File: src/rtl/moore_seq_ctrl.sv
// rtl/moore_seq_ctrl.sv - Moore step controller: edge-triggered up/down stepping with dwell spacing.
// Outputs decode only from registered state; ends either wrap or saturate.
module moore_seq_ctrl #(
  parameter int WIDTH   = 2,
  parameter int NSTATES = 4,
  parameter int DWELL   = 3,
  parameter int WRAP    = 1,
  parameter int GRAY    = 0
) (
  input  logic             inputClk,
  input  logic             inputReset,
  input  logic             inputI,
  input  logic             inputS,
  output logic [WIDTH-1:0] outputB,
  output logic             outputBusy,
  output logic             outputWrap
);

  localparam int CW = ($clog2(DWELL + 1) > 0) ? $clog2(DWELL + 1) : 1;
  localparam logic [WIDTH-1:0] LAST    = WIDTH'(NSTATES - 1);
  localparam logic [CW-1:0]    DWELL_V = CW'(DWELL);

  logic [WIDTH-1:0] st_q, st_d;
  logic [CW-1:0]    cnt_q, cnt_d;
  logic             i_prev_q, i_prev_d;
  logic             wrap_q, wrap_d;
  logic             rise;
  logic             move;

  always_ff @(posedge inputClk) begin
    if (inputReset) begin
      st_q     <= '0;
      cnt_q    <= '0;
      wrap_q   <= 1'b0;
      i_prev_q <= inputI;
    end else begin
      st_q     <= st_d;
      cnt_q    <= cnt_d;
      wrap_q   <= wrap_d;
      i_prev_q <= i_prev_d;
    end
  end

  always_comb begin
    st_d     = st_q;
    cnt_d    = (cnt_q != '0) ? cnt_q - CW'(1) : cnt_q;
    wrap_d   = 1'b0;
    i_prev_d = inputI;
    move     = 1'b0;
    rise     = inputI & ~i_prev_q;
    // A saturated request never counts as accepted, so dwell only starts on a real move.
    if (rise && (cnt_q == '0)) begin
      if (!inputS) begin
        if (st_q < LAST) begin
          st_d = st_q + WIDTH'(1);
          move = 1'b1;
        end else if (WRAP != 0) begin
          st_d   = '0;
          wrap_d = 1'b1;
          move   = 1'b1;
        end
      end else begin
        if (st_q != '0) begin
          st_d = st_q - WIDTH'(1);
          move = 1'b1;
        end else if (WRAP != 0) begin
          st_d   = LAST;
          wrap_d = 1'b1;
          move   = 1'b1;
        end
      end
    end
    if (move) begin
      cnt_d = DWELL_V;
    end
  end

  assign outputB    = (GRAY != 0) ? (st_q ^ (st_q >> 1)) : st_q;
  assign outputBusy = (cnt_q != '0);
  assign outputWrap = wrap_q;

endmodule

File: config.mk
export PLATFORM = sky130hd
export DESIGN_NAME = moore_seq_ctrl
export DESIGN_NICKNAME = d
export VERILOG_FILES = /design/src/rtl/moore_seq_ctrl.sv
export SDC_FILE = /design/constraint.sdc
export NUM_CORES = 1
export LEC_CHECK = 0
export BUFFER_PORTS_ARGS = -buffer_cell sky130_fd_sc_hd__buf_2
export CAP_MARGIN = 20
export CELL_PAD_IN_SITES_DETAIL_PLACEMENT = 1
export CELL_PAD_IN_SITES_GLOBAL_PLACEMENT = 2
export CORE_AREA = 2 2 39 41
export CTS_BUF_LIST = sky130_fd_sc_hd__clkbuf_8 sky130_fd_sc_hd__clkbuf_16
export DETAILED_ROUTE_END_ITERATION = 7
export DIE_AREA = 0 0 41 43
export PLACE_DENSITY_LB_ADDON = 0.1
export SLEW_MARGIN = 25
export SYNTH_ARGS = -nofsm -noshare
export SYNTH_HDL_FRONTEND = slang
export SYNTH_SLANG_ARGS = --single-unit
File: constraint.sdc
create_clock -name inputClk -period 1.2 [get_ports inputClk]
set_clock_uncertainty 0.15 [all_clocks]
set_input_delay 0.24 -clock inputClk [delete_from_list [all_inputs] [get_ports inputClk]]
set_output_delay 0.24 -clock inputClk [all_outputs]
set_load 0.005 [all_outputs]
* Yosys cells after proc, flatten, opt, wreduce, memory -nomap -nowiden *
Index checks and enable logic that the tools add are counted.
Widths: inputs -> output; s select.

word-level totals
  flip-flop bits (word level) = 6
  latch bits = 0
  memory bits (writable) = 0
  bits in read-only memories = 0
  output and inout port bits = 4
  logic and storage cells = 26
  memories kept = 0

operators by class
  add/sub/neg operators = 3
  multiply operators = 0
  div/mod/pow operators = 0
  order comparisons = 1
  equal/unequal tests = 0
  shift-type cells = 0
  muxes and demuxes = 9
  bitwise logic cells = 3
  reductions and logical operators = 6

operator list
  kind                 number
  $mux 2               5
  $reduce_bool 2->1    3
  $mux 1               4
  $sub 2x1->2 const B  2
  $add 2x1->2 const B  1
  $logic_not 2->1      1
  $lt 2x2->1 const B   1
  $not 1->1            2
  $reduce_or 2->1      1
  $and 1x1->1          1
  $logic_and 1x1->1    1

* Depth between registers and ports, before layout *
Gate-level depths: netlist (run 1).

  depth in word-level cells = 5
  mapped depth = 5
  gate-level depth less buffers = 5

* Least setup slack after synthesis (run 1) *
Ideal clock, no wire load.

  path kind = input-to-reg
  start point = input outputB[0]
  end point = register st_q[1] (netlist: outputB[1])
  arrival = 1071 ps
  required time = 964 ps
  path slack = -107 ps
  stages on the path = 5
  buffers on the path = 0
  cell sequence = dfxtp_1 > inv_1 > ha_1 > xnor2_1 > a211oi_1

between the ends
  longest elaborated chain between the ends = 3

ends and longest elaborated chain
  what                                 line    text
  start: declaration                   14      output logic [WIDTH-1:0] outputB,
  $add 2x1->2 (tied with other cells)  55      st_d = st_q + WIDTH'(1);
  $mux 2 (on tied branches)            54, 63
  $mux 2 *                             53      if (!inputS) begin
  end signal: assignment               37      st_q <= st_d;
  end: declaration                     23      logic [WIDTH-1:0] st_q, st_d;

Every way passes the cells marked *; elsewhere a longest branch is shown, timed or not.
A chain may end at the register's enable or synchronous reset.

* Worst setup path in the final report (run 1) *
  start point = input cnt_q[0]
  end point = output outputBusy

between the ends
  longest elaborated chain between the ends = 1

ends and longest elaborated chain
  what                line  text
  start: declaration  24    logic [CW-1:0] cnt_q, cnt_d;
  $reduce_bool 2->1   79    assign outputBusy = (cnt_q != '0);
  end: declaration    15    output logic outputBusy,

No other way between the ends.

==> results.toml, run 1 <==
[run_status]
status = "finished with violations"
violations = "negative setup slack"

[yosys]
synthesis.nets = 37
synth_area_per_cell_sq_um = 9.634
syn-cell-area_sq_um = 289.0
synthDistinctLibCells = 14
synth.area.top_cells = "dfxtp_1 42%, ha_1 13%, a211oi_1 7.8%"
synth-seq-cells = 6
ys_warn_count = 0
syn_inst = 30
synth_top_area_cell = "dfxtp_1"
ys_seq_area_share_pct = 41.56
synth_top_area_share_pct = 41.56

[min_path]
hold_path.class = "in2reg"

[clock_network]
clkLatencyLatePin_ns = 0.22
cts_buffer_depth = 2
path_clk_slew_ns = 0.04
cts_tree = "done"
cts_sinks = 6
cts-root-buf = "clkbuf_8"
htreeDepth = 1
cts_buffers = 3

[die]
io-pin-count = 8
fp.dieArea_sq_um = 1763
start_util_pct = 20.89
rows = 14
die_width_microns = 41
fp.dieH_microns = 43
core_sq_um = 1384

[routing]
first_pass_iters = 1
wl_microns = 729
post_drt_wl_per_cell_microns = 11.57
postRouteAntennaNets = 0
vias_per_cell = 4.286
drtIter0Drc = 0
vias = 270
drc = 0

[setup_path]
cp_num_buf_inv = 3
rr_startpoint = "cnt_q[0]$_SDFFE_PP0P_"
rrSetupSlack_ns = -0.04
worst_ep_required_time_ns = 0.81
worst_r2r_endpoint = "outputB[0]$_SDFFE_PP0P_"
max_stage_delay_ns = 0.33
worstPathArrival_ns = 0.89
worstSetupEndpointType = "output port"
cp_slowest_cell = "dfxtp_2"
ff2ff_path_depth = 5
startpoint_type = "flop"
worstSetupStartpoint = "cnt_q[0]$_SDFFE_PP0P_"
crit_path_end = "outputBusy"
cpLargestDelayFamily = "flip-flops"
path_class = "reg2out"
path_depth = 4
critPathMaxFanout = 3
path_cells = "inv_2 -> ha_4 -> inv_4 -> buf_6"

[power]
p_per_area_nw_per_um2 = 2140
p_int_mw = 0.7501
p_total_mw = 1.084
peakVddDrop_mv = 0.9137
switchingPower_mw = 0.3344
swShare_pct = 30.84
clock_power_share_pct = 28.9
combPwrFrac_pct = 45.2
power_leakage_nw = 0.2200
seqPwrFrac_pct = 25.9

[timing]
drv_slew = 0
setup_slack_ns = -0.07632
finalCriticalPeriod_ns = 1.276
period_share_pct = 106.4
fin_tns_setup_ns = -0.1256
worst_pin_slew_ns = 0.2131
rsz0062_at_grt = "true"
slew_headroom_pct = 85.80
setup_violations = 3
fmax_mhz = 783.5
hold_viol_final = 0

[global_route]
grt_pass1_vias = 300
overflow = 0
grt_max_degree = 6
antenna_found_initial = 0
grt_pass1_wl_mm = 1.248
grt_usage_pct = 11.17

[place]
gp_congestion = 0.6153
portBuffers = 7
hpwl_microns = 523

[layout]
fillers = 164
fin_nets = 55
synthToLayoutAreaGrowth_pct = 75.32
drive_gt1_share_pct = 61.70
final_cell_mix = "5 x buf_6, 4 x buf_2"
num_antenna_cells = 0
layout_commonest_cell = "buf_6"

[run]
maxCapViolations = 0
## cell type report
| type | instances | area (sq um) | area share (%) |
|---|---|---|---|
| Clock buffer | 3 | 41.29 | 8.148 |
| Clock inverter | 1 | 3.754 | 0.7407 |
| Inverter | 5 | 21.27 | 4.198 |
| Multi-Input combinational cell | 19 | 183.9 | 36.30 |
| Sequential cell | 6 | 127.6 | 25.19 |
| Tap cell | 16 | 20.02 | 3.951 |
| Timing Repair Buffer | 13 | 108.9 | 21.48 |
## stage by stage
stage	setup WS (ns)	hold slack, ns	instances	cell area, sq um	utilization [%]
CTS	-0.08013	0.1241	62	466.7	33.73
global route	-0.1364	0.1475	63	506.7	36.62
finish	-0.07632	0.1258	63	506.7	36.62
global placement	-0.01709	0.2131	55	377.9	27.31
detailed placement	-0.05556	0.2203	55	377.9	27.31
floorplan	-0.003833	0.1177	30	307.8	-
## repair_timing
action	4_1_cts	5_1_grt
setup endpoints to repair	4	7
gates resized for setup	6	6
pin swaps	5	2
hold endpoints to repair	1	0
hold buffers	1	0
setup buffers	2	1
## logic make-up after synthesis
family	after synthesis	synth area share, %
and+or+nand+nor	9	17.32
adders and majority gates	3	12.99
buffers and inverters	5	6.494
AOI/OAI and AO/OA	6	18.61
xor gates and xnor gates	1	3.031
DFF	6	41.56
## worst min path at each step
| stage | from | endpoint | slack [ns] | depth (start not counted) |
|---|---|---|---|---|
| 2_1_floorplan | inputI | i_prev_q$_DFF_P_ | 0.12 | 0 |
| 3_3_place_gp | inputI | i_prev_q$_DFF_P_ | 0.21 | 1 |
| 3_5_place_dp | inputI | i_prev_q$_DFF_P_ | 0.22 | 1 |
| 4_1_cts | inputReset | outputB[0]$_SDFFE_PP0P_ | 0.12 | 2 |
| 5_1_grt | inputReset | outputB[0]$_SDFFE_PP0P_ | 0.15 | 2 |
| 6_report | inputReset | outputB[0]$_SDFFE_PP0P_ | 0.13 | 2 |
## power groups by stage
stage | sequential (mW) | clock, mW | combinational, mW
global placement | 0.280 | 0 | 0.302
finish | 0.281 | 0.313 | 0.490
global route | 0.287 | 0.342 | 0.562
CTS | 0.281 | 0.327 | 0.415
floorplan | 0.285 | 0 | 0.208
detailed placement | 0.284 | 0 | 0.314
## flip-flops by register name, indices dropped and copies added, names as in the netlist
name        flops
outputB         2
i_prev_q        1
cnt_q           2
outputWrap      1
## synth_stat cells, drive strengths merged
cell type	count
nor2	1
and3b	1
nand2	2
a311oi	1
a21oi	1
ha	3
xnor2	1
nor3	3
nand2b	1
dfxtp	6
o21a	1
a211oi	3
and2b	1
inv	5
## routing by layer
metal  share of wire [%]  wire length [microns]  global-route usage (%)  vias to the layer above
li1                    -                      -                       -                      136
met1                  38                    274                   11.33                      127
met2                  56                    409                   18.13                        7
met3                 6.2                     45                   4.712                        0
met4                   0                      0                   6.000                        0
met5                   0                      0                       0                        -
## worst reg2reg max path, delay by kind of cell, from the launching register on
family | cells | cell delay [ns]
flip-flops | 1 | 0.31
buffers and inverters | 1 | 0.06
AO/OA/AOI/OAI | 2 | 0.24
AND/OR/NAND/NOR | 1 | 0.24
adder cells (fa/ha/maj) | 1 | 0.15
(Power assumes the default switching activity.)
==> run 2, diff against run 1 <==
Settings changed: ABC_CLOCK_PERIOD_IN_PS from default to 1200, REMOVE_ABC_BUFFERS from default to 1.
==> run 2 against run 1 <==
Effect of this change: final area is 3.5% lower; register-to-register slack hardly changed; clock power fell by 3%; worst setup slack worse by 0.015 ns; utilization is 1.3 points lower; critical path type unchanged; worst hold slack worse by 0.015 ns; final cell count shrank 1.6%; sequential share of layout area increased by 0.39 points; routed wire length is 5.1% lower; the run still ends with negative setup slack left; die area unchanged; largest power group unchanged; critical path depth is the same.
==> results.toml, run 2 (synthesis results as in run 1) <==
[run_status]
status = "finished with violations"
violations = "negative setup slack"

[setup_path]
cpLargestDelayFamily = "flip-flops"
rrSetupSlack_ns = -0.04
worstPathArrival_ns = 0.90
cp_num_buf_inv = 3
path_cells = "inv_2 -> ha_4 -> inv_2 -> buf_6"
critPathMaxFanout = 3
cp_common_cell = "inv_2"
cp_slowest_cell = "dfxtp_2"
worst_ep_required_time_ns = 0.81
startpoint_type = "flop"
worstSetupEndpointType = "output port"
max_stage_delay_ns = 0.32
path_class = "reg2out"

[layout]
fin_nets = 55
design_area_sq_um = 489.2
seq_area_sq_um = 125.1
num_antenna_cells = 0
fillers = 166
final_cell_mix = "5 x buf_2, 4 x dfxtp_2, 4 x buf_4"
multi_input_area_sq_um = 185.2
final_cells = 62
layout_commonest_cell = "buf_2"
synthToLayoutAreaGrowth_pct = 69.26
drive_gt1_share_pct = 63.04

[power]
power_leakage_nw = 0.2099
p_per_area_nw_per_um2 = 2109
peakVddDrop_mv = 0.6993

[timing]
rsz0062_at_grt = "true"
worst_pin_slew_ns = 0.1940
fmax_mhz = 774.1
hold_viol_final = 0
finalCriticalPeriod_ns = 1.292
period_share_pct = 107.6
slew_headroom_pct = 86.97
drv_slew = 0
setup_violations = 4
setup_slack_ns = -0.09176

[routing]
postRouteAntennaNets = 0
drc = 0
vias = 274
drtIter0Drc = 1
post_drt_wl_per_cell_microns = 11.16
vias_per_cell = 4.419
wl_microns = 692
first_pass_iters = 2

[global_route]
antenna_found_initial = 0
grt_pass1_wl_mm = 1.124
overflow = 0
grt_usage_pct = 10.26
grt_pass1_vias = 268
grt_max_degree = 6

[run]
maxCapViolations = 0

[min_path]
hold_path.class = "in2reg"

[clock_network]
htreeDepth = 1
clkLatencyLatePin_ns = 0.22
cts_buffers = 3
path_clk_slew_ns = 0.03
cts_tree = "done"
cts_sinks = 6
cts-root-buf = "clkbuf_8"
cts_buffer_depth = 2

[place]
portBuffers = 7
gp_congestion = 0.6607
dp.cells = 57
place_area_sq_um = 374.1
hpwl_microns = 508.9

[die]
die_width_microns = 41
fp.dieH_microns = 43
core_sq_um = 1384
rows = 14
fp.dieArea_sq_um = 1763
io-pin-count = 8
start_util_pct = 20.89
## run 2: area by class of cell
type,instances,area share (%)
Tap cell,16,4.092
Clock buffer,3,8.440
Sequential cell,6,25.58
Inverter,5,3.836
Timing Repair Buffer,13,20.20
Multi-Input combinational cell,19,37.85
## run 2: per-stage QoR
| stage | setup slack (ns) | TNS, ns | util, % | hold slack, ns | total power [mW] |
|---|---|---|---|---|---|
| 2_1_floorplan | -0.1066 | -0.1598 | - | 0.1177 | 0.4505 |
| 3_3_place_gp | -0.08969 | -0.1663 | 27.03 | 0.2132 | 0.5517 |
| 3_5_place_dp | -0.1220 | -0.2508 | 27.03 | 0.2198 | 0.5718 |
| 4_1_cts | -0.09760 | -0.2464 | 32.73 | 0.1085 | 0.9784 |
| 5_1_grt | -0.1262 | -0.4612 | 35.35 | 0.1087 | 1.114 |
| 6_report | -0.09176 | -0.1863 | 35.35 | 0.1112 | 1.032 |
## run 2: path summary, 6_finish.rpt
check	start	to	cells past startpoint
worst max-delay path	cnt_q[1]$_SDFFE_PP0P_	outputBusy	4
worst min-delay path	inputReset	outputB[1]$_SDFFE_PP0P_	2
worst max register to register	cnt_q[1]$_SDFFE_PP0P_	outputB[0]$_SDFFE_PP0P_	5
worst min register to register	cnt_q[0]$_SDFFE_PP0P_	cnt_q[0]$_SDFFE_PP0P_	2
## run 2: metal layers
layer  track usage, %  vias up  wire [microns]
met5                0        -               0
met1            11.97      126             305
met2            13.75        8             318
met4            4.000        0              16
met3            7.853        3              52
li1                 -      137               -
## run 2: what timing repair did
action / CTS / global route
hold buffers: 1 / 0
resized for setup: 9 / 7
setup buffers: 1 / 1
setup endpoints to repair: 5 / 7
endpoints found under the hold margin: 1 / 0
pin swaps: 5 / 4
## run 2: worst reg2reg max path: cells and delay by family (launching register included)
kind	cells	cell delay (ns)
simple gates	1	0.24
compound gates	2	0.24
buf+inv	1	0.06
fa+ha+maj	1	0.14
flops	1	0.31
## run 2: report_power, final
| group | switching, mW | internal (mW) |
|---|---|---|
| Combinational | 0.199 | 0.249 |
| Sequential | 0.0280 | 0.252 |
| Clock | 0.0892 | 0.216 |
